--- config.mk ---
export PLATFORM = sky130hd
export DESIGN_NAME = fmap_mem_arb_flat
export DESIGN_NICKNAME = d
export VERILOG_FILES = /design/src/rtl/fmap_mem_arb_if.sv /design/src/rtl/fmap_mem_arb.sv /design/src/flat_wrapper.sv
export SDC_FILE = /design/constraint.sdc
export NUM_CORES = 1
export LEC_CHECK = 0
export CORE_MARGIN = 2
export CORE_UTILIZATION = 34
export CTS_BUF_LIST = sky130_fd_sc_hd__clkbuf_4 sky130_fd_sc_hd__clkbuf_8 sky130_fd_sc_hd__clkbuf_16
export CTS_CLUSTER_SIZE = 12
export DETAILED_ROUTE_END_ITERATION = 16
export GPL_ROUTABILITY_DRIVEN = 0
export PLACE_DENSITY_LB_ADDON = 0.08
export SYNTH_ARGS = -nofsm -noshare
export SYNTH_HDL_FRONTEND = slang
export SYNTH_SLANG_ARGS = --single-unit
export TNS_END_PERCENT = 1
--- constraint.sdc ---
create_clock -name clk -period 4.5 [get_ports clk]
set_input_delay 0.45 -clock clk [delete_from_list [all_inputs] [get_ports clk]]
set_output_delay 0.45 -clock clk [all_outputs]
set_load 0.01 [all_outputs]
--- src/rtl/fmap_mem_arb_if.sv ---
// Bundle of requester-side and memory-side signals for fmap_mem_arb.
//
// Handshake: a requester holds req[i] (with we/addr/wdata valid) for as
// long as it wants the memory port.  gnt[i] is the "ready" half: a beat
// transfers in every cycle where req[i] and gnt[i] are both 1.  Read data
// comes back on the shared rdata bus qualified by rvalid[i] one cycle after
// the read beat.
interface fmap_mem_arb_if #(
    parameter int AW = 16,
    parameter int DW = 16
);
    logic [2:0]      req;
    logic [2:0]      we;
    logic [3*AW-1:0] addr;
    logic [3*DW-1:0] wdata;
    logic [2:0]      gnt;
    logic [2:0]      rvalid;
    logic [DW-1:0]   rdata;
    logic            mem_en;
    logic            mem_we;
    logic [AW-1:0]   mem_addr;
    logic [DW-1:0]   mem_wdata;
    logic [DW-1:0]   mem_rdata;

    // Arbiter side: receives requests, drives grants and the memory command.
    modport slave (
        input  req, we, addr, wdata, mem_rdata,
        output gnt, rvalid, rdata, mem_en, mem_we, mem_addr, mem_wdata
    );

    // Requesters plus memory: drive requests and read data, observe the rest.
    modport master (
        output req, we, addr, wdata, mem_rdata,
        input  gnt, rvalid, rdata, mem_en, mem_we, mem_addr, mem_wdata
    );
endinterface

--- src/rtl/fmap_mem_arb.sv ---
// fmap_mem_arb: three-way round-robin arbiter (uart, conv, pool) in front of
// a single-port memory.  A granted requester keeps the port for up to
// MAX_BURST beats or until it drops req; every release is followed by at
// least one idle cycle before the next grant.
//
// Optional feature: define FMAP_ARB_STALL_CNT_EN to add per-requester
// saturating stall counters (stall_cnt) with a synchronous clear (stat_clr).
module fmap_mem_arb #(
    parameter int AW        = 16,
    parameter int DW        = 16,
    parameter int MAX_BURST = 16
) (
    input  logic                 clk,
    input  logic                 rst,
    fmap_mem_arb_if.slave        bus,
    output logic                 dbg_state
`ifdef FMAP_ARB_STALL_CNT_EN
    ,
    input  logic                 stat_clr,
    output logic [3*16-1:0]      stall_cnt
`endif
);

    typedef enum logic {
        IDLE = 1'b0,
        BUSY = 1'b1
    } state_t;

    // Beat count at which the current burst is finished.
    localparam logic [7:0] LAST_BEAT = 8'(MAX_BURST - 1);

    state_t     state;
    logic [2:0] gnt_q;
    logic [1:0] owner;
    logic [1:0] last_owner;
    logic [7:0] beat_cnt;
    logic [2:0] rvalid_q;

    logic       beat;
    logic       owner_req;
    logic       owner_we;
    logic [1:0] pick;

    // Successor of requester i in the uart -> conv -> pool -> uart ring.
    function automatic logic [1:0] next_idx(input logic [1:0] i);
        next_idx = (i == 2'd2) ? 2'd0 : i + 2'd1;
    endfunction

    function automatic logic [2:0] onehot(input logic [1:0] i);
        onehot = 3'b001 << i;
    endfunction

    // Request and write-enable of the current owner.
    always_comb begin
        owner_req = 1'b0;
        owner_we  = 1'b0;
        case (owner)
            2'd0: begin
                owner_req = bus.req[0];
                owner_we  = bus.we[0];
            end
            2'd1: begin
                owner_req = bus.req[1];
                owner_we  = bus.we[1];
            end
            2'd2: begin
                owner_req = bus.req[2];
                owner_we  = bus.we[2];
            end
            default: begin
                owner_req = 1'b0;
                owner_we  = 1'b0;
            end
        endcase
    end

    // A beat is a cycle where the registered grant meets a live request;
    // nothing reaches the memory while reset is held.
    assign beat = (|(gnt_q & bus.req)) & ~rst;

    // Round-robin choice: scan starting at the requester after last_owner,
    // so the previous owner is considered last.
    always_comb begin
        logic [1:0] c1;
        logic [1:0] c2;
        c1 = next_idx(last_owner);
        c2 = next_idx(c1);
        if (bus.req[c1]) begin
            pick = c1;
        end else if (bus.req[c2]) begin
            pick = c2;
        end else begin
            pick = last_owner;
        end
    end

    // Memory command mux, driven from the registered owner; zero when idle.
    always_comb begin
        bus.mem_en    = beat;
        bus.mem_we    = 1'b0;
        bus.mem_addr  = '0;
        bus.mem_wdata = '0;
        if (beat) begin
            bus.mem_we = owner_we;
            case (owner)
                2'd0: begin
                    bus.mem_addr  = bus.addr[0 +: AW];
                    bus.mem_wdata = bus.wdata[0 +: DW];
                end
                2'd1: begin
                    bus.mem_addr  = bus.addr[AW +: AW];
                    bus.mem_wdata = bus.wdata[DW +: DW];
                end
                2'd2: begin
                    bus.mem_addr  = bus.addr[2*AW +: AW];
                    bus.mem_wdata = bus.wdata[2*DW +: DW];
                end
                default: begin
                    bus.mem_addr  = '0;
                    bus.mem_wdata = '0;
                end
            endcase
        end
    end

    // Grant FSM: IDLE picks the next owner, BUSY counts beats until the
    // owner lets go or the burst limit is hit.
    always_ff @(posedge clk) begin
        if (rst) begin
            state      <= IDLE;
            gnt_q      <= 3'b000;
            owner      <= 2'd0;
            last_owner <= 2'd2;
            beat_cnt   <= 8'd0;
            rvalid_q   <= 3'b000;
        end else begin
            // Read data returns one cycle after a read beat, including the
            // final beat of a burst.
            rvalid_q <= (beat && !owner_we) ? onehot(owner) : 3'b000;

            case (state)
                IDLE: begin
                    if (|bus.req) begin
                        gnt_q    <= onehot(pick);
                        owner    <= pick;
                        beat_cnt <= 8'd0;
                        state    <= BUSY;
                    end
                end
                BUSY: begin
                    if (!owner_req) begin
                        gnt_q      <= 3'b000;
                        last_owner <= owner;
                        state      <= IDLE;
                    end else begin
                        beat_cnt <= beat_cnt + 8'd1;
                        if (beat_cnt == LAST_BEAT) begin
                            gnt_q      <= 3'b000;
                            last_owner <= owner;
                            state      <= IDLE;
                        end
                    end
                end
                default: begin
                    gnt_q <= 3'b000;
                    state <= IDLE;
                end
            endcase
        end
    end

    assign bus.gnt    = gnt_q;
    assign bus.rvalid = rvalid_q;
    assign bus.rdata  = bus.mem_rdata;
    assign dbg_state  = (state == BUSY);

`ifdef FMAP_ARB_STALL_CNT_EN
    logic [15:0] stall_q [3];

    // Count cycles each requester spends asking without holding the grant.
    always_ff @(posedge clk) begin
        for (int i = 0; i < 3; i++) begin
            if (rst || stat_clr) begin
                stall_q[i] <= 16'd0;
            end else if (bus.req[i] && !gnt_q[i] && stall_q[i] != 16'hFFFF) begin
                stall_q[i] <= stall_q[i] + 16'd1;
            end
        end
    end

    assign stall_cnt = {stall_q[2], stall_q[1], stall_q[0]};
`endif

endmodule

--- src/flat_wrapper.sv ---
// flat-port wrapper written by rule: the top's interface ports become plain ports
module fmap_mem_arb_flat 
#(
    parameter int AW        = 16,
    parameter int DW        = 16,
    parameter int MAX_BURST = 16
)
  (clk, rst, dbg_state, bus_req, bus_we, bus_addr, bus_wdata, bus_mem_rdata, bus_gnt, bus_rvalid, bus_rdata, bus_mem_en, bus_mem_we, bus_mem_addr, bus_mem_wdata);
  fmap_mem_arb_if #(.AW(AW), .DW(DW)) bus_i ();
  input  logic clk;
  input  logic rst;
  output logic dbg_state;
  input wire logic [$bits(bus_i.req)-1:0] bus_req;
  input wire logic [$bits(bus_i.we)-1:0] bus_we;
  input wire logic [$bits(bus_i.addr)-1:0] bus_addr;
  input wire logic [$bits(bus_i.wdata)-1:0] bus_wdata;
  input wire logic [$bits(bus_i.mem_rdata)-1:0] bus_mem_rdata;
  output wire logic [$bits(bus_i.gnt)-1:0] bus_gnt;
  output wire logic [$bits(bus_i.rvalid)-1:0] bus_rvalid;
  output wire logic [$bits(bus_i.rdata)-1:0] bus_rdata;
  output wire logic [$bits(bus_i.mem_en)-1:0] bus_mem_en;
  output wire logic [$bits(bus_i.mem_we)-1:0] bus_mem_we;
  output wire logic [$bits(bus_i.mem_addr)-1:0] bus_mem_addr;
  output wire logic [$bits(bus_i.mem_wdata)-1:0] bus_mem_wdata;
  assign bus_i.req = bus_req;
  assign bus_i.we = bus_we;
  assign bus_i.addr = bus_addr;
  assign bus_i.wdata = bus_wdata;
  assign bus_i.mem_rdata = bus_mem_rdata;
  assign bus_gnt = bus_i.gnt;
  assign bus_rvalid = bus_i.rvalid;
  assign bus_rdata = bus_i.rdata;
  assign bus_mem_en = bus_i.mem_en;
  assign bus_mem_we = bus_i.mem_we;
  assign bus_mem_addr = bus_i.mem_addr;
  assign bus_mem_wdata = bus_i.mem_wdata;
  fmap_mem_arb #(.AW(AW), .DW(DW), .MAX_BURST(MAX_BURST)) u_core (.clk(clk), .rst(rst), .bus(bus_i), .dbg_state(dbg_state));
endmodule
==> summary.md, run 1 <==
| Metric | Value |
|---|---|
| Status | `complete, no violations` |
| Row cnt | `27` |
| Share of cells above drive strength 1 | `4.96%` |
| Avg WL per Cell | `14.9 um` |
| Sequential fraction of the synthesis area | `19.6%` |
| Slew Limit Headroom | `38.3%` |
| Global-route wire length before repair | `10400 um` |
| Crit-path leading delay family | `buffers and inverters` |
| Required @ worst endpoint | `4050 ps` |
| Final-report hold violation count | `0` |
| Initial core utilization | `35.2%` |
| Psw | `0.205 mW` |
| Pint | `0.414 mW` |
| Clk pwr share | `20.0%` |
| Synth-to-layout area growth | `70.4%` |
| CP endpoint kind | `output port` |
| Pin count of the biggest net entering global routing | `45` |
| Critical path class | `reg -> out` |
| CTS clk-pin slew, worst paths | `80 ps` |
| Synth Warn # | `0` |
| Antenna diodes | `0` |
| Register area | `382 um^2` |
| Synthesized area | `1940 um^2` |
| GRT Total Usage | `20.4%` |
| Syn_nets | `389` |
| Area share of the largest cell type after synthesis | `19.6%` |
| Hold crit path type | `reg -> reg` |
| Post-cts resize count | `0` |
| Post-CTS Setup Bufs | `0` |
| Die area | `6320 um^2` |
| Multi-input logic area | `1300 um^2` |
| Vias in the first global route | `2220` |
| Avg Cell Area, Syn | `7.23 um^2` |
| Leakage power | `1.24 nW` |
| Number of nets in the layout | `505` |
| DRC errors left | `0` |
| Max clock buf depth | `2` |
| Crit-path cells | `buf_4 -> nor2b_2 -> buf_4 -> a21oi_1 -> nor2_1 -> clkdlybuf4s50_1` |
| Worst path most repeated cell | `buf_4` |
| Critical path fanouts, max | `44` |
| # setup viols final | `0` |
| Reg2reg path depth | `5` |
| Final min period | `3310 ps` |
| Vias | `2275` |
| Most frequent cell after synthesis | `nor2_1` |
| Ranking of synthesized cells by area | `dfxtp_1 20%, mux2i_1 18%, nor2_1 15%` |
| Logic pwr share | `50.3%` |
| TritonCTS Buffers | `3` |
| Sw frac | `33.1%` |
| Fmax | `0.302 GHz` |
| CTS Hold Bufs | `0` |
| Hpwl dp | `5320 um` |
| Core area | `5510 um^2` |
| Dominant synthesized flop cell | `dfxtp_1` |
| Seq cells post-synth | `19` |
| Reg power frac | `29.8%` |
| Min Hold Slack | `503 ps` |
| Grt ovf | `0` |
| Tcrit/Tclk final | `73.5%` |
| Worst vdd ir | `0.0000986 V` |
| # H-tree levels | `1` |
| CP bufs+invs | `3` |
| Layout Skew | `1.88 ps` |
| Fin Setup TNS | `0 ps` |
| Pwr Density | `187 nW/um^2` |
| DRT iter0 DRCs | `92` |
| RSZ-0062 raised after global routing | `false` |
| Worst path arrival time | `2860 ps` |
| Post-synth EDFFs | `0` |
| Detailed Routing Iterations Pass 1 | `4` |
| Yosys cell types | `46` |
| CTS sink count | `19` |
| Die Y | `79.5 um` |
| CTS tree | `done` |
| Max incr delay on CP | `840 ps` |
| R2r endpoint | `u_core.beat_cnt[6]` |
| Critical path origin | `u_core.owner[0]` |
| Internal reg-to-reg setup slack | `2330 ps` |
| Crit path depth | `6` |
| Root buf cell | `clkbuf_8` |
| Worst skew pair latency | `260 ps` |
| Die width | `79.5 um` |
| Gate Count Post-Synth | `268` |
| R2R Path Start | `u_core.owner[1]` |
| Fillers | `527` |
| Commonest cells post-synth | `75 x nor2_1, 40 x a21oi_1, 34 x mux2i_1` |
| Final core occ | `59.9%` |
| Crit-path slowest cell | `nor2b_2` |
| IO Pins | `177` |
| Final wirelength | `6790 um` |
| Max-Cap Viols | `0` |
| Max Slew Vio Count | `0` |
| Vias/cell | `5.00` |
| Initial antenna violation count | `0` |
| Startpoint type of the worst setup path | `flop` |
| Tightest Pin Transition | `921 ps` |
| Largest area contributor in the netlist | `dfxtp_1` |
| ANT nets after route | `0` |
| Critical Path Sink | `bus_mem_wdata[6]` |
| Async S/R FF share, synth | `0%` |
| IO buf count | `144` |
==> routing by layer <==
| layer | track usage (%) | share of wire (%) |
|---|---|---|
| met5 | 0 | 0 |
| met1 | 24.9 | 40 |
| met3 | 3.85 | 6.9 |
| met4 | 5.69 | 2.1 |
| met2 | 36.4 | 51 |
==> kinds of logic after synthesis <==
logic type / after synthesis / synth area share [%]
AO/OA/AOI/OAI: 63 / 20.7
adder cells (fa/ha/maj): 1 / 0.646
buffers and inverters: 40 / 13.3
flip-flops: 19 / 19.6
multiplexers: 36 / 18.9
AND/OR/NAND/NOR: 109 / 26.7
==> cell usage in the layout (no fill, tap or decap), drive strengths merged, types with 4 or more instances in the layout <==
cell	instances
a21oi	40
and3	5
clkdlybuf4s50	144
dfxtp	19
inv	4
mux2i	34
nand2	4
nand2b	5
nand3b	4
nor2	75
==> layout make-up <==
type,instances,share of cell area (%)
well taps,72,2.73
clock buffers,3,1.25
flip-flops and latches,19,11.6
multi-input cells,209,39.4
repair buffers,147,44.4
clock inverters,1,0.227
inverters,4,0.455
==> through the flow <==
step	cell area, um^2	worst slack, ps	power [mW]	std cells
2_1_floorplan	1940	2740	0.371	268
3_3_place_gp	3250	1400	0.498	451
3_5_place_dp	3250	1430	0.500	451
4_1_cts	3300	1150	0.624	455
5_1_grt	3300	926	0.663	455
6_report	3300	1190	0.619	455
==> power groups by stage <==
stage / Sequential (mW) / Clock [mW] / Combinational (mW)
floorplan: 0.186 / 0 / 0.185
global route: 0.185 / 0.134 / 0.344
finish: 0.184 / 0.124 / 0.311
CTS: 0.184 / 0.127 / 0.313
global placement: 0.188 / 0 / 0.310
detailed placement: 0.188 / 0 / 0.312
==> how the worst min path moves through the flow <==
stage                     cells past startpoint  slack [ps]            endpoint          startpoint
after CTS                                     1         500   u_core.bus.gnt[1]   u_core.bus.gnt[1]
after global routing                          1         520   u_core.bus.gnt[2]   u_core.bus.gnt[2]
final                                         1         500   u_core.bus.gnt[2]   u_core.bus.gnt[2]
after floorplan                               2         470  u_core.beat_cnt[3]  u_core.beat_cnt[3]
after detailed placement                      1         490   u_core.bus.gnt[1]   u_core.bus.gnt[1]
after global placement                        1         480   u_core.bus.gnt[2]   u_core.bus.gnt[2]
==> flip-flops by register name (all words and copies together) (netlist names) <==
name and count:
u_core.last_owner 2, u_core.bus.gnt 3, u_core.bus.rvalid 3, u_core.owner 2, u_core.dbg_state 1, u_core.beat_cnt 8
==> worst reg2reg max path, cell delays in order, from the launching register on <==
cell	delay [ps]
dfxtp_2	340
buf_4	530
mux2i_1	450
o22ai_2	250
nand4_1	160
mux2_2	330
(Power assumes the default switching activity.)
==> run 2, diff against run 1 <==
Settings changed: CORE_UTILIZATION 34 to 28.
Clock period 4.5 ns to 2.85 ns, I/O delays scaled along.
==> run 2 against run 1 <==
Against the previous run: wire length is 4.4% higher; first-iteration DRC count is 21% lower; critical path type is now in -> out; sequential share of layout area is 0.11 points lower; design area is 1.3% higher; largest cell class unchanged; highest routed layer unchanged; global-route usage is 2.8 points lower; hold slack worse by 2.5 ps; sequential power is 59% higher.
==> summary.md, run 2 (synthesis gave the netlist of run 1 again) <==
| Metric | Value |
|---|---|
| Status | `complete, no violations` |
| Crit-path slowest cell | `clkdlybuf4s50_1` |
| Max Slew Vio Count | `0` |
| Fillers | `678` |
| Synth-to-layout area growth | `72.5%` |
| Startpoint type of the worst setup path | `input port` |
| Avg WL per Cell | `15.2 um` |
| Worst skew pair latency | `250 ps` |
| # H-tree levels | `1` |
| Worst path most repeated cell | `clkdlybuf4s50_1` |
| Initial antenna violation count | `0` |
| CP endpoint kind | `output port` |
| Vias/cell | `4.85` |
| Layout Skew | `4.45 ps` |
| CP bufs+invs | `2` |
| Tcrit/Tclk final | `91.4%` |
| Post-CTS Setup Bufs | `0` |
| GR Util met3 | `4.36%` |
| Routing usage on met2 | `32.0%` |
| Required @ worst endpoint | `2570 ps` |
| Share of cells above drive strength 1 | `6.20%` |
| DRT iter0 DRCs | `73` |
| CTS sink count | `19` |
| CTS Hold Bufs | `0` |
| Max clock buf depth | `2` |
| DRC errors left | `0` |
| CTS tree | `done` |
| Fin Setup TNS | `0 ps` |
| Antenna diodes | `0` |
| Met1 Track Usage GR | `21.6%` |
| R2R Path Start | `u_core.owner[1]` |
| Hold crit path type | `reg -> reg` |
| Most common cell after layout, fill and taps aside | `clkdlybuf4s50_1` |
| Initial core utilization | `28.7%` |
| Max reg flops | `8` |
| Final min period | `2600 ps` |
| Vias in the first global route | `2204` |
| Post-cts resize count | `0` |
| Grt ovf | `0` |
| Tightest Pin Transition | `551 ps` |
| Pin count of the biggest net entering global routing | `44` |
| Crit-path cells | `clkdlybuf4s50_1 -> a222oi_1 -> or2_1 -> a21o_4 -> nor2_1 -> clkdlybuf4s50_1` |
| Final wirelength | `7090 um` |
| Critical path class | `in -> out` |
| ANT nets after route | `0` |
| Crit-path leading delay family | `buffers and inverters` |
| Slew Limit Headroom | `63.1%` |
| Pwr Density | `295 nW/um^2` |
| Detailed Routing Iterations Pass 1 | `5` |
| GRT Total Usage | `17.7%` |
| TritonCTS Buffers | `3` |
| Die width | `87.2 um` |
| Max incr delay on CP | `600 ps` |
| Die area | `7600 um^2` |
| Most frequent cells in the layout | `144 x clkdlybuf4s50_1, 75 x nor2_1, 40 x a21oi_1` |
| Global-route wire length before repair | `10700 um` |
| Top reg by flops | `u_core.beat_cnt` |
| Hpwl dp | `5630 um` |
| Max-Cap Viols | `0` |
| IO Pins | `177` |
| IO buf count | `144` |
| CTS clk-pin slew, worst paths | `70 ps` |
| Critical path origin | `bus_req[0]` |
| Fmax | `0.384 GHz` |
| Min Hold Slack | `500 ps` |
| Die Y | `87.2 um` |
| # setup viols final | `0` |
| RSZ-0062 raised after global routing | `false` |
| Worst path arrival time | `2320 ps` |
| Core area | `6760 um^2` |
| Root buf cell | `clkbuf_8` |
| Final core occ | `49.5%` |
| Gr busiest metal | `met2` |
| Row cnt | `30` |
| Vias | `2267` |
| Worst vdd ir | `0.000168 V` |
| Min-Delay Startpoint | `u_core.bus.gnt[2]` |
| Final-report hold violation count | `0` |
| Number of nets in the layout | `509` |
| Leakage power | `1.27 nW` |
| Critical path fanouts, max | `33` |
[run 2: layer usage]
| layer | wire (um) | vias to the layer above | share of wire, % |
|---|---|---|---|
| li1 | - | 1157 | - |
| met2 | 3670 | 93 | 52 |
| met5 | 0 | - | 0 |
| met3 | 507 | 6 | 7.1 |
| met4 | 29 | 0 | 0.41 |
| met1 | 2880 | 1011 | 41 |
[run 2: final timing paths]
path                                           end  slack, ps  cells past startpoint
worst min-delay path             u_core.bus.gnt[2]        500                      1
worst max-delay path              bus_mem_addr[14]        250                      6
worst min register to register   u_core.bus.gnt[2]        500                      1
worst max register to register  u_core.beat_cnt[6]        930                      5
[run 2: report_power, final]
group	switching, mW	leakage, nW	internal, mW	total [mW]
combinational	0.218	1.08	0.282	0.499
clock	0.0865	0.0262	0.109	0.195
sequential	0.0132	0.155	0.279	0.292
[run 2: worst reg2reg max path: stages, from the launching register on]
cell and delay, ps:
dfxtp_2 350, buf_4 320, mux2i_1 390, o22ai_2 240, nand4_1 170, mux2_2 340
[run 2: cell type report]
type	count	area (um^2)	area share [%]
multi-input cells	209	1300	38.9
well taps	80	100	3.00
flip-flops and latches	19	383	11.5
inverters	4	15.0	0.449
clock buffers	4	48.8	1.46
repair buffers	151	1490	44.7
[run 2: metrics by stage]
stage / area (um^2) / cells / power, mW / setup WS, ps
after floorplan: 1940 / 268 / 0.585 / 1290
after global placement: 3290 / 463 / 0.802 / 257
after detailed placement: 3290 / 463 / 0.802 / 233
after CTS: 3340 / 467 / 1.01 / 215
after global routing: 3340 / 467 / 1.07 / 134
final: 3340 / 467 / 0.986 / 246
==> run 3, diff against run 2 <==
Settings changed: CTS_BUF_LIST sky130_fd_sc_hd__clkbuf_4 sky130_fd_sc_hd__clkbuf_8 sky130_fd_sc_hd__clkbuf_16 to sky130_fd_sc_hd__clkbuf_16.
==> run 3 against run 2 <==
Against the previous run: utilization is 0.44 points higher; clock power grew 46%; register-to-register slack barely moved; critical path type unchanged; critical endpoint unchanged; highest routed layer unchanged.
==> summary.md, run 3 (synthesis gave the netlist of run 1 again) <==
| Metric | Value |
|---|---|
| R2R Path Start | `u_core.owner[1]` |
| Die area | `7600 um^2` |
| Avg WL per Cell | `15.3 um` |
| Vias in the first global route | `2204` |
| Tcrit/Tclk final | `91.4%` |
| IO Pins | `177` |
| GR Util met3 | `4.08%` |
| Hpwl dp | `5630 um` |
| Tightest Pin Transition | `552 ps` |
| CTS Hold Bufs | `0` |
| CTS clk-pin slew, worst paths | `50 ps` |
| Fin Setup TNS | `0 ps` |
| Required @ worst endpoint | `2570 ps` |
| Critical path origin | `bus_req[0]` |
| Final-report hold violation count | `0` |
| # H-tree levels | `1` |
| Synth-to-layout area growth | `74.1%` |
| Number of nets in the layout | `509` |
| Die Y | `87.2 um` |
| Critical Path Sink | `bus_mem_addr[14]` |
| Leakage power | `1.28 nW` |
| Max-Cap Viols | `0` |
| Row cnt | `30` |
| IO buf count | `144` |
| Worst vdd ir | `0.000227 V` |
| # setup viols final | `0` |
| Initial antenna violation count | `0` |
| Max Slew Vio Count | `0` |
| Met1 Track Usage GR | `21.5%` |
| Max reg flops | `8` |
| Fmax | `0.384 GHz` |
| DRT iter0 DRCs | `61` |
| Fin cells | `467` |
| Post-CTS Setup Bufs | `0` |
| Most frequent cells in the layout | `144 x clkdlybuf4s50_1, 75 x nor2_1, 40 x a21oi_1` |
| Detailed Routing Iterations Pass 1 | `5` |
| Worst path arrival time | `2320 ps` |
| Final wirelength | `7130 um` |
| R2r endpoint | `u_core.beat_cnt[6]` |
| DRC errors left | `0` |
| Routing usage on met2 | `32.1%` |
| CTS sink count | `19` |
| Grt ovf | `0` |
| Core area | `6760 um^2` |
| Critical path fanouts, max | `33` |
| Pin count of the biggest net entering global routing | `44` |
| Status | `complete, no violations` |
| Internal reg-to-reg setup slack | `940 ps` |
| Final min period | `2600 ps` |
| GRT Total Usage | `17.8%` |
| Vias/cell | `4.86` |
| Reg2reg path depth | `5` |
| Slew Limit Headroom | `63.0%` |
| Share of cells above drive strength 1 | `5.94%` |
| Post-cts resize count | `0` |
| Inst Count DP | `463` |
| Vias | `2271` |
| Worst skew pair latency | `250 ps` |
| CTS tree | `done` |
| Critical path class | `in -> out` |
| Min-Delay Startpoint | `u_core.bus.gnt[2]` |
| TritonCTS Buffers | `3` |
| Pwr Density | `319 nW/um^2` |
| ANT nets after route | `0` |
| Global-route wire length before repair | `10700 um` |
| Startpoint type of the worst setup path | `input port` |
| Antenna diodes | `0` |
| Max clock buf depth | `2` |
| Die width | `87.2 um` |
| Initial core utilization | `28.7%` |
| Most common cell after layout, fill and taps aside | `clkdlybuf4s50_1` |
| RSZ-0062 raised after global routing | `false` |
| Top reg by flops | `u_core.beat_cnt` |
| Root buf cell | `clkbuf_16` |
| CP endpoint kind | `output port` |
| Layout Skew | `2.57 ps` |
| Gr busiest metal | `met2` |
| Hold crit path type | `reg -> reg` |
[run 3: area by class of cell]
type / count / area [um^2]
clock buffer: 3 / 75.1
clock inverter: 1 / 3.75
fill: 672 / 3380
inverter: 4 / 15.0
multi-input combinational: 209 / 1300
sequential: 19 / 383
tap: 80 / 100
timing repair buffer: 151 / 1490
[run 3: how the worst min path moves through the flow]
stage | depth (start not counted) | end
2_1_floorplan | 1 | u_core.bus.rvalid[0]
3_3_place_gp | 1 | u_core.bus.gnt[2]
3_5_place_dp | 1 | u_core.bus.gnt[2]
4_1_cts | 1 | u_core.bus.gnt[2]
5_1_grt | 1 | u_core.bus.gnt[2]
6_report | 1 | u_core.bus.gnt[2]
[run 3: per-layer routing]
layer,routed length [um],up-vias
li1,-,1159
met4,74,0
met3,507,8
met2,3670,97
met1,2870,1007
met5,0,-
[run 3: critical path: stages]
cell and delay (ps):
clkdlybuf4s50_1 600, a222oi_1 130, or2_1 250, a21o_4 300, nor2_1 180, clkdlybuf4s50_1 560
[run 3: stage by stage]
step	hold slack, ps	setup slack, ps	area [um^2]	total power, mW	utilization [%]
after floorplan	362	1290	1940	0.585	-
after global placement	487	257	3290	0.802	48.7
after detailed placement	487	233	3290	0.802	48.7
after CTS	496	215	3370	1.10	49.9
after global routing	520	134	3370	1.15	49.9
final	497	246	3370	1.08	49.9
[run 3: power breakdown]
| part | leakage, nW | switching, mW | total [mW] | internal [mW] |
|---|---|---|---|---|
| registers | 0.155 | 0.0131 | 0.292 | 0.279 |
| logic | 1.08 | 0.218 | 0.500 | 0.282 |
| clock network | 0.0423 | 0.0987 | 0.285 | 0.187 |
